`config.mk`:
```
export PLATFORM = sky130hd
export DESIGN_NAME = lp_dma_unpack
export DESIGN_NICKNAME = d
export VERILOG_FILES = /design/src/rtl/lp_dma_unpack.sv
export SDC_FILE = /design/constraint.sdc
export NUM_CORES = 1
export LEC_CHECK = 0
export BUFFER_PORTS_ARGS = -buffer_cell sky130_fd_sc_hd__buf_2
export CORE_ASPECT_RATIO = 0.6
export CORE_UTILIZATION = 40
export CTS_BUF_LIST = sky130_fd_sc_hd__clkbuf_8
export DETAILED_ROUTE_END_ITERATION = 10
export PLACE_DENSITY = 0.78
export SYNTH_ARGS = -nofsm -noshare
export SYNTH_HDL_FRONTEND = slang
export SYNTH_SLANG_ARGS = --single-unit
```
`constraint.sdc`:
```
create_clock -name clk -period 1.3 [get_ports clk]
set_clock_uncertainty 0.1 [all_clocks]
set_input_delay 0.13 -clock clk [delete_from_list [all_inputs] [get_ports clk]]
set_output_delay 0.13 -clock clk [all_outputs]
set_load 0.05 [all_outputs]
```
`src/rtl/lp_dma_unpack.sv`:
```
`default_nettype none
// ============================================================================
//  Module   : lp_dma_unpack
//  Purpose  : LP20 DMA byte-fetch engine; reads 16-bit words and hands out
//             bytes in PDP-11 little-endian order. Optional parity check is
//             built when LPDMA_PARITY_EN is defined.
//  Revision : 1.0
// ============================================================================
module lp_dma_unpack #(
    parameter int AW  = 18,
    parameter int TMO = 64
) (
    input  logic          clk,
    input  logic          rst,
    input  logic          lpINIT,
    input  logic          lpGO,
    input  logic [AW-1:0] lpBAR,
    input  logic          lpSETDONE,
    output logic          dmaREQ,
    output logic [AW-1:0] dmaADDR,
    input  logic          dmaACK,
    input  logic [15:0]   dmaDATA,
    input  logic [1:0]    dmaPAR,
    output logic [7:0]    byteDATA,
    output logic          byteVALID,
    input  logic          byteREADY,
    output logic          lpINCBCTR,
    output logic          lpINCBAR,
    output logic          lpBUSY,
    output logic          lpSETNXM,
    output logic          lpSETPAR
);

    localparam int              c_CW       = $clog2(TMO);
    localparam logic [c_CW-1:0] c_TMO_LAST = c_CW'(TMO - 1);

    localparam logic [1:0] c_IDLE  = 2'd0;
    localparam logic [1:0] c_FETCH = 2'd1;
    localparam logic [1:0] c_BYTE  = 2'd2;

    logic [1:0]      r_state;
    logic [1:0]      w_next;
    logic [c_CW-1:0] r_cnt;
    logic [15:0]     r_word;
    logic            r_gap;
    logic            r_nxm;
    logic            r_par_err;
    logic            w_hs;
    logic            w_nxm;
    logic            w_par_set;
    logic            w_ack_bad;
    logic            w_hi_bad;

`ifdef LPDMA_PARITY_EN
    logic [1:0] r_par;

    // Odd parity: a good byte has ^byte ^ bit == 1.
    assign w_ack_bad = lpBAR[0] ? ~(^dmaDATA[15:8] ^ dmaPAR[1])
                                : ~(^dmaDATA[7:0]  ^ dmaPAR[0]);
    assign w_hi_bad  = ~(^r_word[15:8] ^ r_par[1]);

    always_ff @(posedge clk) begin
        if (rst || lpINIT) begin
            r_par <= 2'b00;
        end else if (r_state == c_FETCH && dmaACK) begin
            r_par <= dmaPAR;
        end
    end
`else
    logic w_unused_par;

    assign w_ack_bad    = 1'b0;
    assign w_hi_bad     = 1'b0;
    assign w_unused_par = ^dmaPAR;
`endif

    always_ff @(posedge clk) begin
        if (rst || lpINIT) begin
            r_state   <= c_IDLE;
            r_cnt     <= '0;
            r_word    <= 16'h0000;
            r_gap     <= 1'b0;
            r_nxm     <= 1'b0;
            r_par_err <= 1'b0;
        end else begin
            r_state   <= w_next;
            r_cnt     <= (r_state == c_FETCH && w_next == c_FETCH) ? r_cnt + c_CW'(1) : '0;
            if (r_state == c_FETCH && dmaACK) begin
                r_word <= dmaDATA;
            end
            // One dead cycle after a low-byte handshake lets lpBAR advance.
            r_gap     <= w_hs && (w_next == c_BYTE);
            r_nxm     <= w_nxm;
            r_par_err <= w_par_set;
        end
    end

    always_comb begin
        w_next    = r_state;
        w_nxm     = 1'b0;
        w_par_set = 1'b0;
        case (r_state)
            c_IDLE: begin
                if (lpGO) begin
                    w_next = c_FETCH;
                end
            end
            c_FETCH: begin
                if (dmaACK) begin
                    if (w_ack_bad) begin
                        w_next    = c_IDLE;
                        w_par_set = 1'b1;
                    end else begin
                        w_next = c_BYTE;
                    end
                end else if (r_cnt == c_TMO_LAST) begin
                    w_next = c_IDLE;
                    w_nxm  = 1'b1;
                end
            end
            c_BYTE: begin
                if (w_hs) begin
                    if (lpSETDONE) begin
                        w_next = c_IDLE;
                    end else if (!lpBAR[0]) begin
                        if (w_hi_bad) begin
                            w_next    = c_IDLE;
                            w_par_set = 1'b1;
                        end
                    end else begin
                        w_next = c_FETCH;
                    end
                end
            end
            default: w_next = c_IDLE;
        endcase
    end

    always_comb begin
        dmaREQ    = (r_state == c_FETCH);
        dmaADDR   = dmaREQ ? {lpBAR[AW-1:1], 1'b0} : '0;
        byteVALID = (r_state == c_BYTE) && !r_gap;
        w_hs      = byteVALID && byteREADY;
        byteDATA  = byteVALID ? (lpBAR[0] ? r_word[15:8] : r_word[7:0]) : 8'h00;
        lpINCBCTR = w_hs;
        lpINCBAR  = w_hs;
        lpBUSY    = (r_state != c_IDLE);
    end

    assign lpSETNXM = r_nxm;
    assign lpSETPAR = r_par_err;

endmodule
`default_nettype wire

```
==> flow_summary.ini, run 1 <==
[outcome]
status = complete, but fails checks
failed_checks = setup timing

[synth]
synth_compound_gate_area_share = 0.0945
mean_instance_size_in_the_synthesized_netlist_um2 = 7.81
number_of_distinct_library_cells_after_synthesis = 26
synth_top_cell_area_share = 0.414
largest_cells_by_area_after_synthesis = sky130_fd_sc_hd__dfxtp_1 41%, sky130_fd_sc_hd__nand2_1 9.9%, sky130_fd_sc_hd__and2_1 9.5%
syn-instance-count = 161
ys_seq_area_frac = 0.414
synth_xor_area_frac = 0.0279
synthDominantAreaCellType = sky130_fd_sc_hd__dfxtp_1
netlist_area_before_placement_um2 = 1260
synth_mux_area_frac = 0.0637
yosys_register_bits = 26
post_synthesis_simple_gate_area_fraction = 0.320
main_combinational_cell_family_by_area_after_synthesis = simple AND/OR/NAND/NOR gates
synth-warning-count = 0
post_synth_fa_ha_maj_area_fraction = 0.00995

[worst_setup_path]
worstPathRequired_ns = 1.07
worst-path-max-fanout = 9
r2r_setup_slack_ns = -0.42
timing.critical_path.from_type = register
critical_path_arrival_ns = 1.50
endpoint_kind = primary output
worst-setup-path-type = reg -> out

[final_layout]
syn2layout_area_growth_pct = 92.9
final_common_cell = sky130_fd_sc_hd__buf_2
num-nets-final = 302
finish.cell_count_without_fillers = 298
fill_cells = 147
final_layout_size_suffix_gt1_frac = 0.609
diodes = 0
design_area_um2 = 2430
most-common-layout-cells = 41 x sky130_fd_sc_hd__buf_2, 24 x sky130_fd_sc_hd__dfxtp_1, 23 x sky130_fd_sc_hd__nand2_1

[detailed_routing]
detailedRoute.firstIterationViolations = 89
drc_errors = 0
detailroute.via_count = 1513
routed_wire_length_per_instance_um = 16.5
viasPerCell = 5.08
wirelength_um = 4920
detail_route.first_pass.iterations = 4
route.antenna.remaining_nets = 0

[floorplan]
io-pin-count = 76
rows = 15
floorplan.initialDensity = 0.429
core_area_um2 = 2930
die_y_um = 45.4
floorplan.die.width_um = 74.4
die-area_um2 = 3380

[min_path]
hold_path.class = in -> reg

[placement]
post-dp-hpwl_um = 2400
placement.cell_area_um2 = 1830
post-place-cells = 279
place.port_buffers = 71
routabilityCongestion = 0.721

[timing]
setup_viol = 54
finalHoldViolations = 0
fin_ws_ns = -0.430
slew_violations = 0
final_period_minus_worst_setup_slack_ns = 1.73
achievable-frequency_mhz = 578
holdWs_ns = 0.00567
unrepaired_setup_endpoints_after_global_routing = true
timing.final.crit_share = 1.33

[clocking]
clock_latency_ns = 0.26
cts.root.buffer_cell = sky130_fd_sc_hd__clkbuf_8
htree_levels = 1
clock_tree.buffer_depth = 2
tritoncts = built
total_cts_buffers = 3
clock_sink_count = 26
cts.reportedPaths.clkPinSlew_ns = 0.08

[power]
powerDensity_nw_per_um2 = 677
power.total_mw = 1.64
total_leakage_power_nw = 1.05
ir_worst_vdd_mv = 0.503

[global_route]
track_usage = 0.222
first_global_vias = 1241
grt-ovfl-total = 0
grt_antenna_before_repair = 0
grt_start_max_net_pins = 19
grt_pass1_wl_um = 5570

[run]
number_of_max_cap_violations = 0
Yosys cell counts:
| master | count |
|---|---|
| sky130_fd_sc_hd__nand3_1 | 4 |
| sky130_fd_sc_hd__dfxtp_1 | 26 |
| sky130_fd_sc_hd__a21oi_1 | 19 |
| sky130_fd_sc_hd__nor4b_4 | 1 |
| sky130_fd_sc_hd__o2111ai_2 | 1 |
| sky130_fd_sc_hd__clkbuf_1 | 4 |
| sky130_fd_sc_hd__and2_1 | 19 |
| sky130_fd_sc_hd__xnor2_1 | 1 |
| sky130_fd_sc_hd__inv_2 | 2 |
| sky130_fd_sc_hd__inv_1 | 4 |
| sky130_fd_sc_hd__and3_1 | 1 |
| sky130_fd_sc_hd__and2b_1 | 1 |
| sky130_fd_sc_hd__buf_2 | 4 |
| sky130_fd_sc_hd__nor2_1 | 19 |
| sky130_fd_sc_hd__mux2i_1 | 8 |
| sky130_fd_sc_hd__nand2_2 | 1 |
| sky130_fd_sc_hd__xor2_1 | 3 |
| sky130_fd_sc_hd__conb_1 | 1 |
| sky130_fd_sc_hd__or3b_4 | 1 |
| sky130_fd_sc_hd__ha_1 | 1 |
| sky130_fd_sc_hd__buf_4 | 3 |
| sky130_fd_sc_hd__buf_1 | 1 |
| sky130_fd_sc_hd__nand2_1 | 33 |
| sky130_fd_sc_hd__or2_1 | 1 |
| sky130_fd_sc_hd__o311ai_1 | 1 |
| sky130_fd_sc_hd__nand3b_1 | 1 |
state kept, by name, indices dropped and copies added (netlist names):
name and count:
r_state 2, r_gap 1, r_word 16, lpSETNXM 1
r_cnt 6
worst paths after layout:
kind,from,end,cells after the start
setup reg to reg,r_state[0],r_cnt[0],5
hold reg to reg,r_word[1],r_word[1],2
setup / recovery,r_state[0],byteDATA[0],4
hold / removal,dmaDATA[13],r_word[13],3
per-stage QoR:
step	util	worst slack (ns)	TNS, ns
3_5_place_dp	0.626	-0.220	-6.76
6_report	0.829	-0.430	-17.24
3_3_place_gp	0.626	-0.184	-6.17
5_1_grt	0.829	-0.494	-19.80
2_1_floorplan	-	-0.344	-3.13
4_1_cts	0.761	-0.386	-13.39
cell families after synthesis:
logic type / after synthesis
other: 1
AO/OA/AOI/OAI: 21
multiplexers: 8
buffers and inverters: 18
AND/OR/NAND/NOR: 82
adder cells (fa/ha/maj): 1
XOR/XNOR: 4
flip-flops: 26
report_power, final:
part           internal [mW]  switching [mW]
logic                  0.183           0.210
registers              0.802         0.00393
clock network          0.207           0.236
total                   1.19           0.450
routing by layer:
layer	track usage	vias up	wire length (um)
met2	0.416	72	2660
met4	0.0755	0	95
met5	0	-	0
li1	-	703	-
met1	0.257	726	1880
met3	0.0442	12	283
critical path, stage by stage, from the launching register on:
cell	delay, ns
sky130_fd_sc_hd__dfxtp_2	0.33
sky130_fd_sc_hd__or3b_4	0.43
sky130_fd_sc_hd__buf_12	0.17
sky130_fd_sc_hd__nor2_2	0.13
sky130_fd_sc_hd__buf_6	0.17
cell type report:
type	instances	area, um2	share of cell area
Timing Repair Buffer	103	947	0.390
Multi-Input combinational cell	118	840	0.346
Sequential cell	26	523	0.216
Tap cell	42	52.6	0.0217
Clock buffer	3	41.3	0.0170
Inverter	6	22.5	0.00928
timing repair:
| item | CTS | global route |
|---|---|---|
| hold buffers | 7 | 2 |
| endpoints found under the setup margin | 52 | 54 |
| cloned | 0 | 3 |
| hold endpoints to repair | 7 | 2 |
| gates resized for setup | 82 | 39 |
| pin swaps | 5 | 16 |
| setup buffers | 2 | 2 |
No activity file was read; power rests on OpenSTA's default activity.
==> run 2, diff against run 1 <==
Settings changed: CELL_PAD_IN_SITES_DETAIL_PLACEMENT set to 1, CELL_PAD_IN_SITES_GLOBAL_PLACEMENT set to 1, CORE_UTILIZATION 40 to 27, PLACE_DENSITY 0.78 to not set, PLACE_DENSITY_LB_ADDON set to 0.1.
==> flow_summary.ini, run 2 (same netlist as run 1, synthesis figures left out) <==
[outcome]
status = complete, but fails checks
failed_checks = setup timing

[detailed_routing]
drc_errors = 0
detailroute.via_count = 1469
wirelength_um = 5280
route.antenna.remaining_nets = 0
detail_route.first_pass.iterations = 4
routed_wire_length_per_instance_um = 16.4
detailedRoute.firstIterationViolations = 23
viasPerCell = 4.56

[timing]
finalHoldViolations = 0
setup_viol = 56
fin_ws_ns = -0.443
timing.final.crit_share = 1.34
unrepaired_setup_endpoints_after_global_routing = true
max_slew.worst_pin.slew_ns = 0.485
final_period_minus_worst_setup_slack_ns = 1.74
worst_slew_margin_rel = 0.672
achievable-frequency_mhz = 574
slew_violations = 0

[power]
power.share.combinational = 0.222
share_of_total_power_in_sequential_cells = 0.425
power.total_mw = 1.90
sw_frac_of_total = 0.250
relative_contribution_of_the_clock_network_to_total_power = 0.353
ir_worst_vdd_mv = 0.430
power.internal_mw = 1.42
powerDensity_nw_per_um2 = 741
switching_power_uw = 476
total_leakage_power_nw = 1.09

[floorplan]
die_y_um = 54.9
floorplan.die.width_um = 90.1
die-area_um2 = 4940
io-pin-count = 76
rows = 18
core_area_um2 = 4280
floorplan.initialDensity = 0.294

[global_route]
grt-ovfl-total = 0
grt_pass1_wl_um = 7270
track_usage = 0.196
first_global_vias = 1452
grt_antenna_before_repair = 0
grt_start_max_net_pins = 19

[final_layout]
final_layout_size_suffix_gt1_frac = 0.550
most-common-layout-cells = 41 x sky130_fd_sc_hd__buf_2, 29 x sky130_fd_sc_hd__nand2_1, 23 x sky130_fd_sc_hd__dfxtp_1
largest_register_ffs = 16
syn2layout_area_growth_pct = 104
final_common_cell = sky130_fd_sc_hd__buf_2
diodes = 0
regMostFlops = r_word
fill_cells = 490
num-nets-final = 307
finish.cell_count_without_fillers = 322
reg_top3 = r_word (16), r_cnt (6), r_state (2)

[placement]
routabilityCongestion = 0.754
post-dp-hpwl_um = 2980
place_worst_setup_slack_ns = -0.226
place.port_buffers = 71
post-place-cells = 296

[worst_setup_path]
timing.critical_path.from_type = register
critPathMaxStageDelay_ns = 0.34
critical_path_arrival_ns = 1.51
worstPathRequired_ns = 1.07
crit_end = dmaADDR[4]
crit_start = r_state[1]
r2r_setup_slack_ns = -0.37
rr_startpoint = r_state[1]
worst-setup-path-type = reg -> out
cp_cell_sequence = buf_4 -> and2b_4 -> buf_6 -> and2_4 -> buf_8
critical_path.reg2reg.endpoint = r_cnt[3]
worst-path-max-fanout = 5
endpoint_kind = primary output
timing.critical_path.buf_inv = 3
r2r_cells = 5
critical-path-slowest-cell = sky130_fd_sc_hd__dfxtp_2
critical_path_depth = 5
cpLargestDelayFamily = simple AND/OR/NAND/NOR gates

[clocking]
htree_levels = 1
cts.root.buffer_cell = sky130_fd_sc_hd__clkbuf_8
tritoncts = built
clock_sink_count = 26
clock_latency_ns = 0.27
cts.reportedPaths.clkPinSlew_ns = 0.09
total_cts_buffers = 3
clock_tree.buffer_depth = 2

[run]
number_of_max_cap_violations = 0

[min_path]
hold_path.class = in -> reg
[run 2: cell count changes in the layout (fill, tap and decap cells not counted), sizes merged]
cell / previous run / this run
clkbuf: 4 / 3
dlygate4sd3: 9 / 14
buf: 93 / 94
bufinv: 0 / 1
[run 2: layout make-up]
| cell class | instances | area [um2] | share of cell area |
|---|---|---|---|
| Clock buffer | 3 | 41.3 | 0.0161 |
| Tap cell | 60 | 75.1 | 0.0293 |
| Clock inverter | 1 | 30.0 | 0.0117 |
| Timing Repair Buffer | 108 | 1050 | 0.411 |
| Inverter | 6 | 22.5 | 0.00879 |
| Multi-Input combinational cell | 118 | 815 | 0.318 |
| Sequential cell | 26 | 524 | 0.205 |
[run 2: how the worst min path moves through the flow]
stage,cells after the start,to,slack (ns),start
finish,3,r_word[1],0.006,dmaDATA[1]
global route,3,r_word[1],0.02,dmaDATA[1]
CTS,3,r_word[1],0.003,dmaDATA[1]
detailed placement,3,r_word[4],0.28,dmaDATA[4]
global placement,3,r_word[10],0.27,dmaDATA[10]
floorplan,2,r_word[0],0.17,dmaDATA[0]
[run 2: worst reg2reg max path, cell delays in order, from the launching register on]
cell	delay, ns
sky130_fd_sc_hd__dfxtp_2	0.35
sky130_fd_sc_hd__or3b_4	0.42
sky130_fd_sc_hd__buf_4	0.16
sky130_fd_sc_hd__nor4b_4	0.26
sky130_fd_sc_hd__o2111ai_2	0.18
sky130_fd_sc_hd__nor2_1	0.13
[run 2: timing repair]
item | 4_1_cts | 5_1_grt
pin swaps | 10 | 5
buffers inserted | 2 | 4
hold buffers | 13 | 1
endpoints found under the hold margin | 13 | 1
resized for setup | 92 | 25
endpoints found under the setup margin | 56 | 56
cloned | 2 | 0
[run 2: routing by layer]
layer | global-route usage | share of wire | vias to the layer above
met1 | 0.229 | 0.41 | 714
met5 | 0 | 0 | -
met4 | 0.0457 | 0.0015 | 0
li1 | - | - | 708
met2 | 0.379 | 0.55 | 45
met3 | 0.0458 | 0.040 | 2
[run 2: metrics by stage]
| step | TNS, ns | hold WS, ns | utilization | instance area [um2] |
|---|---|---|---|---|
| after floorplan | -3.13 | 0.166 | - | 1370 |
| after global placement | -6.01 | 0.272 | 0.440 | 1880 |
| after detailed placement | -7.47 | 0.281 | 0.440 | 1880 |
| after CTS | -16.06 | 0.00318 | 0.573 | 2450 |
| after global routing | -22.26 | 0.0185 | 0.599 | 2560 |
| final | -19.29 | 0.00609 | 0.599 | 2560 |
[run 2: power groups by stage]
stage | sequential, mW | clock (mW) | combinational (mW)
finish | 0.807 | 0.670 | 0.421
global route | 0.807 | 0.723 | 0.441
CTS | 0.806 | 0.684 | 0.386
detailed placement | 0.824 | 0 | 0.290
global placement | 0.824 | 0 | 0.285
floorplan | 0.824 | 0 | 0.178
==> run 3, diff against run 2 <==
Settings changed: CORE_UTILIZATION 27 to 32.
Clock period 1.3 ns to 2.2 ns, I/O delays scaled along.
==> flow_summary.ini, run 3 (same netlist as run 1, synthesis figures left out) <==
[outcome]
status = finished, final reports clean

[timing]
fin_ws_ns = 0.188
finalHoldViolations = 0
final_period_minus_worst_setup_slack_ns = 2.01
slew_violations = 0
achievable-frequency_mhz = 497
setup_viol = 0
unrepaired_setup_endpoints_after_global_routing = false
final.setup.tns_ns = 0
timing.final.crit_share = 0.915

[clocking]
htree_levels = 1
clock_sink_count = 26
total_cts_buffers = 3
post_cts.repair.setup_buffers = 0
clock_latency_ns = 0.26
clock_tree.buffer_depth = 2
cts.root.buffer_cell = sky130_fd_sc_hd__clkbuf_8
cts.reportedPaths.clkPinSlew_ns = 0.09
tritoncts = built
cts_resized = 0
hold_buffers = 0

[power]
total_leakage_power_nw = 0.804
ir_worst_vdd_mv = 0.233
powerDensity_nw_per_um2 = 543

[placement]
routabilityCongestion = 0.704
placement.cell_area_um2 = 1640
place.port_buffers = 71
post-dp-hpwl_um = 2680
place_worst_setup_slack_ns = 0.414
post-place-cells = 271

[floorplan]
floorplan.initialDensity = 0.338
rows = 17
io-pin-count = 76
core_area_um2 = 3720
die_y_um = 50.6
die-area_um2 = 4190
floorplan.die.width_um = 82.9

[final_layout]
largest_register_ffs = 16
reg_top3 = r_word (16), r_cnt (6), r_state (2)
design_area_um2 = 1690
diodes = 0
finish.cell_count_without_fillers = 275
fill_cells = 483
most-common-layout-cells = 71 x sky130_fd_sc_hd__buf_2, 33 x sky130_fd_sc_hd__nand2_1, 26 x sky130_fd_sc_hd__dfxtp_1
final_common_cell = sky130_fd_sc_hd__buf_2
regMostFlops = r_word
final_util = 0.455
syn2layout_area_growth_pct = 34.7
final_layout_size_suffix_gt1_frac = 0.373
num-nets-final = 273

[global_route]
grt_pass1_wl_um = 5520
first_global_vias = 1234
grt_antenna_before_repair = 0
grt_start_max_net_pins = 20
track_usage = 0.164
grt-ovfl-total = 0

[worst_setup_path]
endpoint_kind = primary output
cp_cell_sequence = and2b_1 -> buf_4 -> and2_1 -> buf_2
r2r_cells = 6
critical_path_arrival_ns = 1.69
critical-path-slowest-cell = sky130_fd_sc_hd__dfxtp_1
critPathMaxStageDelay_ns = 0.44
worst-path-max-fanout = 12
timing.critical_path.from_type = register
worst-setup-path-type = reg -> out
worstPathRequired_ns = 1.88

[detailed_routing]
route.antenna.remaining_nets = 0
detail_route.first_pass.iterations = 3
detailedRoute.firstIterationViolations = 12
viasPerCell = 4.67
routed_wire_length_per_instance_um = 12.0
wirelength_um = 3300
detailroute.via_count = 1285
drc_errors = 0

[run]
number_of_max_cap_violations = 0

[min_path]
whs_path_depth = 3
hold_path.class = in -> reg
[run 3: stage by stage]
| step | hold WS (ns) | power [mW] |
|---|---|---|
| finish | 0.0859 | 0.919 |
| global route | 0.0802 | 0.970 |
| CTS | 0.0781 | 0.936 |
| detailed placement | 0.350 | 0.634 |
| global placement | 0.343 | 0.630 |
| floorplan | 0.256 | 0.579 |
[run 3: path summary, 6_finish.rpt]
check        slack, ns  startpoint    endpoint
max               0.19  r_state[0]  dmaADDR[4]
min               0.09  dmaDATA[6]   r_word[6]
max reg2reg       0.44  r_state[0]   r_word[7]
min reg2reg       0.36   r_word[6]   r_word[6]
[run 3: where the power goes]
group | internal (mW) | leakage (nW) | switching (mW) | total [mW]
Combinational | 0.0505 | 0.565 | 0.0933 | 0.144
Clock | 0.160 | 0.0288 | 0.139 | 0.299
Sequential | 0.474 | 0.210 | 0.00312 | 0.477
[run 3: layer usage]
layer | GRT usage | up-vias | part of all wire
li1 | - | 642 | -
met1 | 0.185 | 583 | 0.43
met2 | 0.307 | 58 | 0.48
met3 | 0.0510 | 2 | 0.083
met4 | 0.0345 | 0 | 0.0048
met5 | 0 | - | 0
[run 3: final cells by class]
cell class	count	area [um2]	share of cell area
Inverter	6	22.5	0.0133
Clock buffer	4	55.1	0.0325
Multi-Input combinational cell	118	659	0.389
Timing Repair Buffer	74	378	0.223
Sequential cell	26	520	0.307
Tap cell	47	58.8	0.0347
[run 3: worst max-delay path: cells and delay by family (launching register included)]
kind          cells  cell delay [ns]
buf+inv           2             0.50
simple gates      2             0.49
flops             1             0.44
